## src/rtl/tone_sequencer.sv

```systemverilog
// Multi-channel buzzer sequencer: per-channel note tables, fixed-priority
// arbitration with preemption, and a square-wave tone generator.
module tone_sequencer #(
    parameter int CLK_HZ    = 100000000,
    parameter int NUM_CH    = 4,
    parameter int MAX_STEPS = 8,
    parameter int DIV_W     = 18,
    parameter int DUR_W     = 12
) (
    input  logic                         clk,
    input  logic                         reset,
    input  logic [NUM_CH-1:0]            trig,
    input  logic [NUM_CH-1:0]            repeat_mode,
    input  logic                         mute,
    input  logic                         wr_en,
    input  logic [$clog2(NUM_CH)-1:0]    wr_ch,
    input  logic [$clog2(MAX_STEPS)-1:0] wr_step,
    input  logic [DIV_W-1:0]             wr_div,
    input  logic [DUR_W-1:0]             wr_dur,
    input  logic                         wr_last,
    output logic                         buzzer,
    output logic                         busy,
    output logic [$clog2(NUM_CH)-1:0]    active_ch,
    output logic [NUM_CH-1:0]            done
);
    localparam int CH_W  = $clog2(NUM_CH);
    localparam int ST_W  = $clog2(MAX_STEPS);
    localparam int TC    = CLK_HZ / 1000;
    localparam int PRE_W = (TC > 1) ? $clog2(TC) : 1;

    typedef enum logic [1:0] {
        S_IDLE = 2'd0,
        S_LOAD = 2'd1,
        S_PLAY = 2'd2
    } state_t;

    logic [DIV_W-1:0]  tbl_div_r  [NUM_CH][MAX_STEPS];
    logic [DUR_W-1:0]  tbl_dur_r  [NUM_CH][MAX_STEPS];
    logic              tbl_last_r [NUM_CH][MAX_STEPS];

    state_t            state_r;
    logic [CH_W-1:0]   ch_r;
    logic [ST_W-1:0]   step_r;
    logic [NUM_CH-1:0] pending_r;
    logic [DIV_W-1:0]  div_r;
    logic [DUR_W-1:0]  dur_r;
    logic              last_r;
    logic [PRE_W-1:0]  pre_cnt_r;
    logic [DUR_W-1:0]  ms_cnt_r;
    logic [DIV_W-1:0]  div_cnt_r;
    logic              tone_r;
    logic              buzzer_r;
    logic              busy_r;
    logic [CH_W-1:0]   active_ch_r;
    logic [NUM_CH-1:0] done_r;

    logic [NUM_CH-1:0] play_mask_s;
    logic [NUM_CH-1:0] req_s;
    logic [NUM_CH-1:0] take_mask_s;
    logic [NUM_CH-1:0] pend_nxt_s;
    logic              sel_valid_s;
    logic [CH_W-1:0]   sel_ch_s;
    logic              preempt_s;
    logic              take_s;
    logic              tick_s;
    logic              step_end_s;
    logic              tone_wrap_s;
    logic [DIV_W-1:0]  rd_div_s;
    logic [DUR_W-1:0]  rd_dur_s;
    logic              rd_last_s;

    assign buzzer    = buzzer_r;
    assign busy      = busy_r;
    assign active_ch = active_ch_r;
    assign done      = done_r;

    // Request capture, lowest-index arbitration and step/tone timing strobes
    always_comb begin
        play_mask_s = '0;
        if (state_r != S_IDLE) begin
            play_mask_s[ch_r] = 1'b1;
        end else begin
            play_mask_s = '0;
        end
        // A retrigger of the playing channel is dropped, never queued
        req_s       = pending_r | (trig & ~play_mask_s);
        sel_valid_s = |req_s;
        sel_ch_s    = '0;
        for (int i = NUM_CH - 1; i >= 0; i--) begin
            sel_ch_s = req_s[i] ? CH_W'(i) : sel_ch_s;
        end
        preempt_s   = (state_r != S_IDLE) && sel_valid_s && (sel_ch_s < ch_r);
        take_s      = sel_valid_s && ((state_r == S_IDLE) || preempt_s);
        take_mask_s = take_s ? ({{(NUM_CH-1){1'b0}}, 1'b1} << sel_ch_s) : '0;
        pend_nxt_s  = req_s & ~take_mask_s;
        tick_s      = (pre_cnt_r == PRE_W'(TC - 1));
        step_end_s  = (state_r == S_PLAY) && tick_s && (ms_cnt_r == dur_r - DUR_W'(1));
        tone_wrap_s = (div_r != '0) && (div_cnt_r == div_r - DIV_W'(1));
        rd_div_s    = tbl_div_r[ch_r][step_r];
        rd_dur_s    = tbl_dur_r[ch_r][step_r];
        rd_last_s   = tbl_last_r[ch_r][step_r];
    end

    // Note table storage; every entry resets to a 1 ms rest ending the sequence
    always_ff @(posedge clk) begin
        if (reset) begin
            for (int c = 0; c < NUM_CH; c++) begin
                for (int s = 0; s < MAX_STEPS; s++) begin
                    tbl_div_r[c][s]  <= '0;
                    tbl_dur_r[c][s]  <= DUR_W'(1);
                    tbl_last_r[c][s] <= 1'b1;
                end
            end
        end else if (wr_en && (int'(wr_ch) < NUM_CH) && (int'(wr_step) < MAX_STEPS)) begin
            tbl_div_r[wr_ch][wr_step]  <= wr_div;
            tbl_dur_r[wr_ch][wr_step]  <= wr_dur;
            tbl_last_r[wr_ch][wr_step] <= wr_last;
        end
    end

    // Sequencer FSM with step timing, tone generation and registered outputs
    always_ff @(posedge clk) begin
        if (reset) begin
            state_r     <= S_IDLE;
            ch_r        <= '0;
            step_r      <= '0;
            pending_r   <= '0;
            div_r       <= '0;
            dur_r       <= DUR_W'(1);
            last_r      <= 1'b1;
            pre_cnt_r   <= '0;
            ms_cnt_r    <= '0;
            div_cnt_r   <= '0;
            tone_r      <= 1'b0;
            buzzer_r    <= 1'b0;
            busy_r      <= 1'b0;
            active_ch_r <= '0;
            done_r      <= '0;
        end else begin
            pending_r <= pend_nxt_s;
            done_r    <= '0;
            case (state_r)
                S_IDLE: begin
                    buzzer_r <= 1'b0;
                    tone_r   <= 1'b0;
                    if (sel_valid_s) begin
                        state_r     <= S_LOAD;
                        ch_r        <= sel_ch_s;
                        step_r      <= '0;
                        busy_r      <= 1'b1;
                        active_ch_r <= sel_ch_s;
                    end else begin
                        busy_r      <= 1'b0;
                        active_ch_r <= '0;
                    end
                end
                S_LOAD: begin
                    buzzer_r <= 1'b0;
                    tone_r   <= 1'b0;
                    if (preempt_s) begin
                        ch_r        <= sel_ch_s;
                        step_r      <= '0;
                        active_ch_r <= sel_ch_s;
                    end else begin
                        div_r     <= rd_div_s;
                        dur_r     <= (rd_dur_s == '0) ? DUR_W'(1) : rd_dur_s;
                        last_r    <= rd_last_s;
                        pre_cnt_r <= '0;
                        ms_cnt_r  <= '0;
                        div_cnt_r <= '0;
                        state_r   <= S_PLAY;
                    end
                end
                S_PLAY: begin
                    if (step_end_s && last_r) begin
                        done_r[ch_r] <= 1'b1;
                    end
                    if (preempt_s) begin
                        state_r     <= S_LOAD;
                        ch_r        <= sel_ch_s;
                        step_r      <= '0;
                        active_ch_r <= sel_ch_s;
                        tone_r      <= 1'b0;
                        buzzer_r    <= 1'b0;
                    end else if (step_end_s) begin
                        tone_r   <= 1'b0;
                        buzzer_r <= 1'b0;
                        if (!last_r) begin
                            // Index wraps naturally at MAX_STEPS
                            step_r  <= step_r + ST_W'(1);
                            state_r <= S_LOAD;
                        end else if (repeat_mode[ch_r] && trig[ch_r]) begin
                            step_r  <= '0;
                            state_r <= S_LOAD;
                        end else begin
                            state_r     <= S_IDLE;
                            busy_r      <= 1'b0;
                            active_ch_r <= '0;
                        end
                    end else begin
                        pre_cnt_r <= tick_s ? '0 : pre_cnt_r + PRE_W'(1);
                        ms_cnt_r  <= tick_s ? ms_cnt_r + DUR_W'(1) : ms_cnt_r;
                        div_cnt_r <= (tone_wrap_s || (div_r == '0)) ? '0 : div_cnt_r + DIV_W'(1);
                        tone_r    <= tone_r ^ tone_wrap_s;
                        buzzer_r  <= (tone_r ^ tone_wrap_s) & ~mute;
                    end
                end
                default: begin
                    state_r     <= S_IDLE;
                    busy_r      <= 1'b0;
                    active_ch_r <= '0;
                    buzzer_r    <= 1'b0;
                    tone_r      <= 1'b0;
                end
            endcase
        end
    end
endmodule

```

## config.mk

```make
export PLATFORM = sky130hd
export DESIGN_NAME = tone_sequencer
export DESIGN_NICKNAME = d
export VERILOG_FILES = /design/src/rtl/tone_sequencer.sv
export SDC_FILE = /design/constraint.sdc
export NUM_CORES = 2
export LEC_CHECK = 0
export CAP_MARGIN = 25
export CORE_AREA = 3 3 360 362
export CTS_CLUSTER_DIAMETER = 60
export DETAILED_ROUTE_END_ITERATION = 16
export DIE_AREA = 0 0 363 365
export SLEW_MARGIN = 20
export SYNTH_ARGS = -nofsm -noshare
export SYNTH_HDL_FRONTEND = slang
export SYNTH_SLANG_ARGS = --single-unit
```

## constraint.sdc

```tcl
create_clock -name clk -period 4.97 [get_ports clk]
set_clock_uncertainty 0.1 [all_clocks]
set_input_delay 0.994 -clock clk [delete_from_list [all_inputs] [get_ports clk]]
set_output_delay 0.994 -clock clk [all_outputs]
set_load 0.005 [all_outputs]
```

# Yosys cells after proc, flatten, opt, wreduce, memory -nomap -nowiden
# Memory sizes are Yosys's and may differ from the RTL's. A register that Yosys moved wholly into a read port is not among the register bits.
# Cells that the tools add are included.
# W data, S select, Z words.
# word_totals
ff_bits	98
latchBits	0
ram_bits	992
rom_bits	0
mem_count	3
# mem_list
memory	words	word_bits	rd	rd_clocked_by_memory_dff	wr	line_no	rtl
tbl_div_r	4	144	1	1	4	37	logic [DIV_W-1:0] tbl_div_r [NUM_CH][MAX_STEPS];
tbl_dur_r	4	96	1	1	4	38	logic [DUR_W-1:0] tbl_dur_r [NUM_CH][MAX_STEPS];
tbl_last_r	4	8	1	1	4	39	logic tbl_last_r [NUM_CH][MAX_STEPS];
# op_classes
addsub	6
mul	0
n_div	0
magnitude_cmp	6
eq_ne	19
shift	1
muxes	94
bitwise_logic	14
n_reduce_logical	35
# op_table
cell	count
$mux W144	3
$mux W96	3
$reduce_or A144 Y1	1
$mux W18	7
$mux W12	8
$reduce_or A96 Y1	1
$mux W17	4
$bmux W18 S3	1
$demux W18 S3	1
$mux W2	24
$bmux W12 S3	1
$demux W12 S3	1
$pmux W18 S2	1
$pmux W17 S2	1
$mux W8	3
$pmux W12 S2	1
$add A18 B1 Y18 const B	1
$eq A18 B18 Y1	1
$logic_not A18 Y1	1
$mux W3	6
$ne A2 B2 Y1 const B	9
$reduce_bool A18 Y1	1
$sub A18 B1 Y18 const B	1
$add A17 B1 Y17 const B	1
47 further kinds	93

# Longest topological paths before layout
# depth
word_depth	19
mapped_depth	15
depth_no_buf	13

# Worst setup path after synthesis
# OpenSTA, ideal clock, no wires.
# synth_timing
path_type	input port to flip-flop
from	input port wr_ch[1]
to	memory tbl_div_r[0][36] in the netlist's numbering (enable)
setup_time_ns	0.462
t_arrival_ns	4.004
t_required_ns	4.408
setup_slack_ns	0.403
stages	5
path_cell_list	or2_2 -> clkbuf_1 -> clkbuf_1 -> clkbuf_1 -> o21ai_0
# synth_rtl
element	line_no	rtl
from (decl)	16	input logic [$clog2(NUM_CH)-1:0] wr_ch,
to (decl)	37	

# Final worst setup path
# layout_timing
from	register state_r[0]
to	register pre_cnt_r[10]
# layout_via
elab_chain_cells	13
# layout_rtl
element	line_no	rtl
from (decl)	41	state_t state_r;
from (signal assigned)	124	state_r <= S_IDLE;
from (signal assigned)	147	state_r <= S_LOAD;
from (signal assigned)	171	state_r <= S_PLAY;
$reduce_bool A2 Y1 *	80	if (state_r != S_IDLE) begin
$mux W4 *	80	
$not A4 Y4 *	86	req_s = pending_r | (trig & ~play_mask_s);
$and A4 B4 Y4 *	86	
$or A4 B4 Y4 *	86	
$mux W2 (3 in series)	90	sel_ch_s = req_s[i] ? CH_W'(i) : sel_ch_s;
$mux W2 *	90	
net sel_ch_s[1]	62	logic [CH_W-1:0] sel_ch_s;
$lt A2 B2 Y1 *	92	preempt_s = (state_r != S_IDLE) && sel_valid_s && (sel_ch_s < ch_r);
$logic_and A1 B1 Y1 *	92	
$ne A2 B2 Y1 (no line)	-	
$reduce_and A4 Y1 (no line) *	-	
to (signal assigned)	201	pre_cnt_r <= tick_s ? '0 : pre_cnt_r + PRE_W'(1);
to (decl)	48	logic [PRE_W-1:0] pre_cnt_r;
# Mark *: on every way through the listed nets, which the timed path passes. The rest lies on a longest branch.
# A chain may end at the register's enable or synchronous reset.

==> reports/metrics.cfg <==
[global_routing]
grt_pass1_vias = 28810
grt_overflow = 0
grt_start_max_net_pins = 66
grt_usage = 0.2111
grt_pass1_wl_um = 204000
antenna_found_initial = 4

[power_and_ir_drop]
pwr-share-comb = 0.247
power_frac_seq = 0.435
power_leakage_nw = 18.81
switchingPower_mw = 7.448
power.internal_mw = 18.01
vdd_ir_drop_max_mv = 0.4851
power.density_nw_per_um2 = 443.2
netSwitchingFraction = 0.2925
power_frac_clock = 0.318

[clock_tree]
numCtsBuffers = 114
clkTransAtPathRegs_ns = 0.06
cts_buffer_depth = 3
clk_latency_ns = 0.72
root_buffer = clkbuf_16
cts_tree = yes
ctsResizeCount = 0
ctsHoldBuffers = 0
htreeDepth = 3
clock-sinks = 1092
cts_setup_buffers = 0

[setup_path]
cp.arrival_ns = 4.64
r2r_start = state_r[0]$_SDFFE_PP0P_
rr_endpoint = pre_cnt_r[10]$_SDFFE_PP0P_
reg2reg_depth = 13
path_max_fanout = 21
regToRegSetupSlack_ns = 0.80
cp-start-kind = flip-flop
critPathKind = reg2reg
worstPathRequired_ns = 5.43
critPathCaptureType = flip-flop

[routing]
wl_per_cell_um = 26.89
ant_nets = 0
via_per_inst = 5.568
drtPass1Iterations = 7
dr_wl_met3_um = 10300
m1WireLength_um = 58570
top_layer_used = met4
dr_total_vias = 28790
drc_errors = 0
wl_um = 139000
drtIter0Drc = 3143
met2_length_um = 66630

[timing]
totalNegativeSetupSlack_ns = 0
timing.final.crit_share = 0.8392
hold_viol = 0
fmax_mhz = 239.8
slew_violations = 0
max_slew_margin = 0.2894
setup_viol = 0
period_needed_ns = 4.171
rsz0062_at_grt = no
worstMarginPinSlew_ns = 1.066
setup_slack_ns = 0.7992

[finish]
stdcell_count = 5170
synthToLayoutAreaGrowth_pct = 13.62
fill_cells = 10930
final_common_cell = edfxtp_1
layout_common_cells = edfxtp_1 (991), and2_1 (936), mux4_2 (310)
drive_gt1_frac = 0.2094
multi_input_area_um2 = 17910
design_area_um2 = 57450
fin_nets = 3473
ff_latch_area_um2 = 31800

[floorplan]
die_w_um = 363
die_area_um2 = 132500
core-area_um2 = 127000
start_util = 0.3980
chipHeight_um = 365
rows = 131
io_pins = 56

[placement]
place_hpwl_um = 84100
place_ws_ns = 0.6925
placed_area_um2 = 53910
place_inst = 4953
port-buffer-count = 55
routabilityCongestion = 0.8309

[synth]
synth.avg_cell_area_um2 = 14.80
synth.distinct_cells = 72
syn_inst = 3415
synth-async-reset-ratio = 0
ys.warnings.count = 0
synth-edff-count = 991
ys_seq_area_frac = 0.6286
synth_nets = 3477
synthFlopType = edfxtp_1
synth_seq_cells = 1092
syn_area_um2 = 50560

[hold_path]
hold_depth = 2
worst_hold_path.endpoint = active_ch[1]$_SDFFE_PP0P_
hp-start = active_ch[1]$_SDFFE_PP0P_
min_path_type = reg2reg

[status]
status = completed

[run]
max_cap_viol_count = 0

==> worst max path at each step <==
stage / startpoint / to / slack, ns / depth (start not counted)
after CTS: state_r[0]$_SDFFE_PP0P_ / ms_cnt_r[3]$_SDFFE_PP0P_ / 0.85 / 13
after floorplan: wr_ch[1] / tbl_div_r[0][36]$_SDFFCE_PN0P_ / 0.40 / 5
after global placement: trig[0] / ms_cnt_r[10]$_SDFFE_PP0P_ / 0.74 / 11
after detailed placement: trig[0] / ms_cnt_r[3]$_SDFFE_PP0P_ / 0.69 / 11
after global routing: state_r[0]$_SDFFE_PP0P_ / pre_cnt_r[7]$_SDFFE_PP0P_ / 0.48 / 13
final: state_r[0]$_SDFFE_PP0P_ / pre_cnt_r[10]$_SDFFE_PP0P_ / 0.80 / 13
==> synth_stat cells, drive strengths merged, types with 9 or more instances <==
cell | n | share of area
or3 | 68 | 0.0084
inv | 17 | 0.0013
a211oi | 27 | 0.0040
mux4 | 310 | 0.14
edfxtp | 991 | 0.59
xnor2 | 52 | 0.0090
nand2 | 59 | 0.0044
nand4b | 9 | 0.0016
mux2i | 29 | 0.0057
o21ai | 50 | 0.0051
a31oi | 15 | 0.0019
nor3 | 33 | 0.0034
clkbuf | 290 | 0.022
nand4 | 15 | 0.0019
ha | 14 | 0.0035
nand3 | 56 | 0.0055
buf | 40 | 0.0033
nor2 | 129 | 0.0096
and2 | 936 | 0.12
nor4 | 19 | 0.0028
a21oi | 34 | 0.0036
dfxtp | 101 | 0.040
==> cell type report <==
class,instances,share of cell area
Clock buffer,151,0.05530
Sequential cell,1092,0.5535
Multi-Input combinational cell,1976,0.3118
Tap cell,1662,0.03620
Clock inverter,59,0.005532
Timing Repair Buffer,210,0.03640
Antenna cell,3,0.0001307
Inverter,17,0.001133
==> cell families (layout without fill, tap and decap cells) <==
| kind of cell | after synthesis | in the layout | share of synthesized area |
|---|---|---|---|
| AOI/OAI and AO/OA | 167 | 167 | 0.02287 |
| xor gates and xnor gates | 60 | 60 | 0.01039 |
| adders and majority gates | 14 | 14 | 0.003465 |
| buffers and inverters | 347 | 437 | 0.02613 |
| DFF | 1092 | 1092 | 0.6286 |
| muxes | 347 | 347 | 0.1456 |
| other | 0 | 3 | 0 |
| and+or+nand+nor | 1388 | 1388 | 0.1629 |
==> critical path, cell delays in order, from the launching register on <==
cell	delay, ns
dfxtp_1	0.43
inv_1	0.11
ha_1	0.36
or3b_1	0.43
a21oi_1	0.31
a21oi_1	0.17
ha_1	0.31
o21a_1	0.18
a2111o_1	0.34
o21ai_2	0.12
or2_1	0.23
buf_4	0.21
o21ai_2	0.60
nor2_1	0.12
==> sequential cells by signal, summed over array words and instances (netlist names), 12 cells and up, named ones only <==
name and count:
ms_cnt_r 12, div_r 18, pre_cnt_r 17, div_cnt_r 18
dur_r 12, tbl_dur_r 384, tbl_last_r 32, tbl_div_r 576
==> per-layer routing <==
layer  track usage  up-vias
met2        0.3444     1022
met3       0.03925      178
met5             0        -
met1        0.2907    14950
li1              -    12630
met4       0.05928        0
==> metrics by stage <==
stage,util,power [mW],hold slack [ns]
after floorplan,-,15.53,0.3482
after global placement,0.4235,17.55,0.3504
after detailed placement,0.4244,17.60,0.3594
after CTS,0.4519,25.67,0.3662
after global routing,0.4522,26.47,0.3969
final,0.4522,25.46,0.3652
==> power groups by stage <==
stage          sequential, mW  combinational, mW  clock, mW
6_report                 11.1               6.29       8.09
5_1_grt                  11.2               6.72       8.60
4_1_cts                  11.1               6.34       8.24
3_5_place_dp             11.3               6.32          0
3_3_place_gp             11.3               6.29          0
2_1_floorplan            11.0               4.51          0
(Power assumes the default switching activity.)
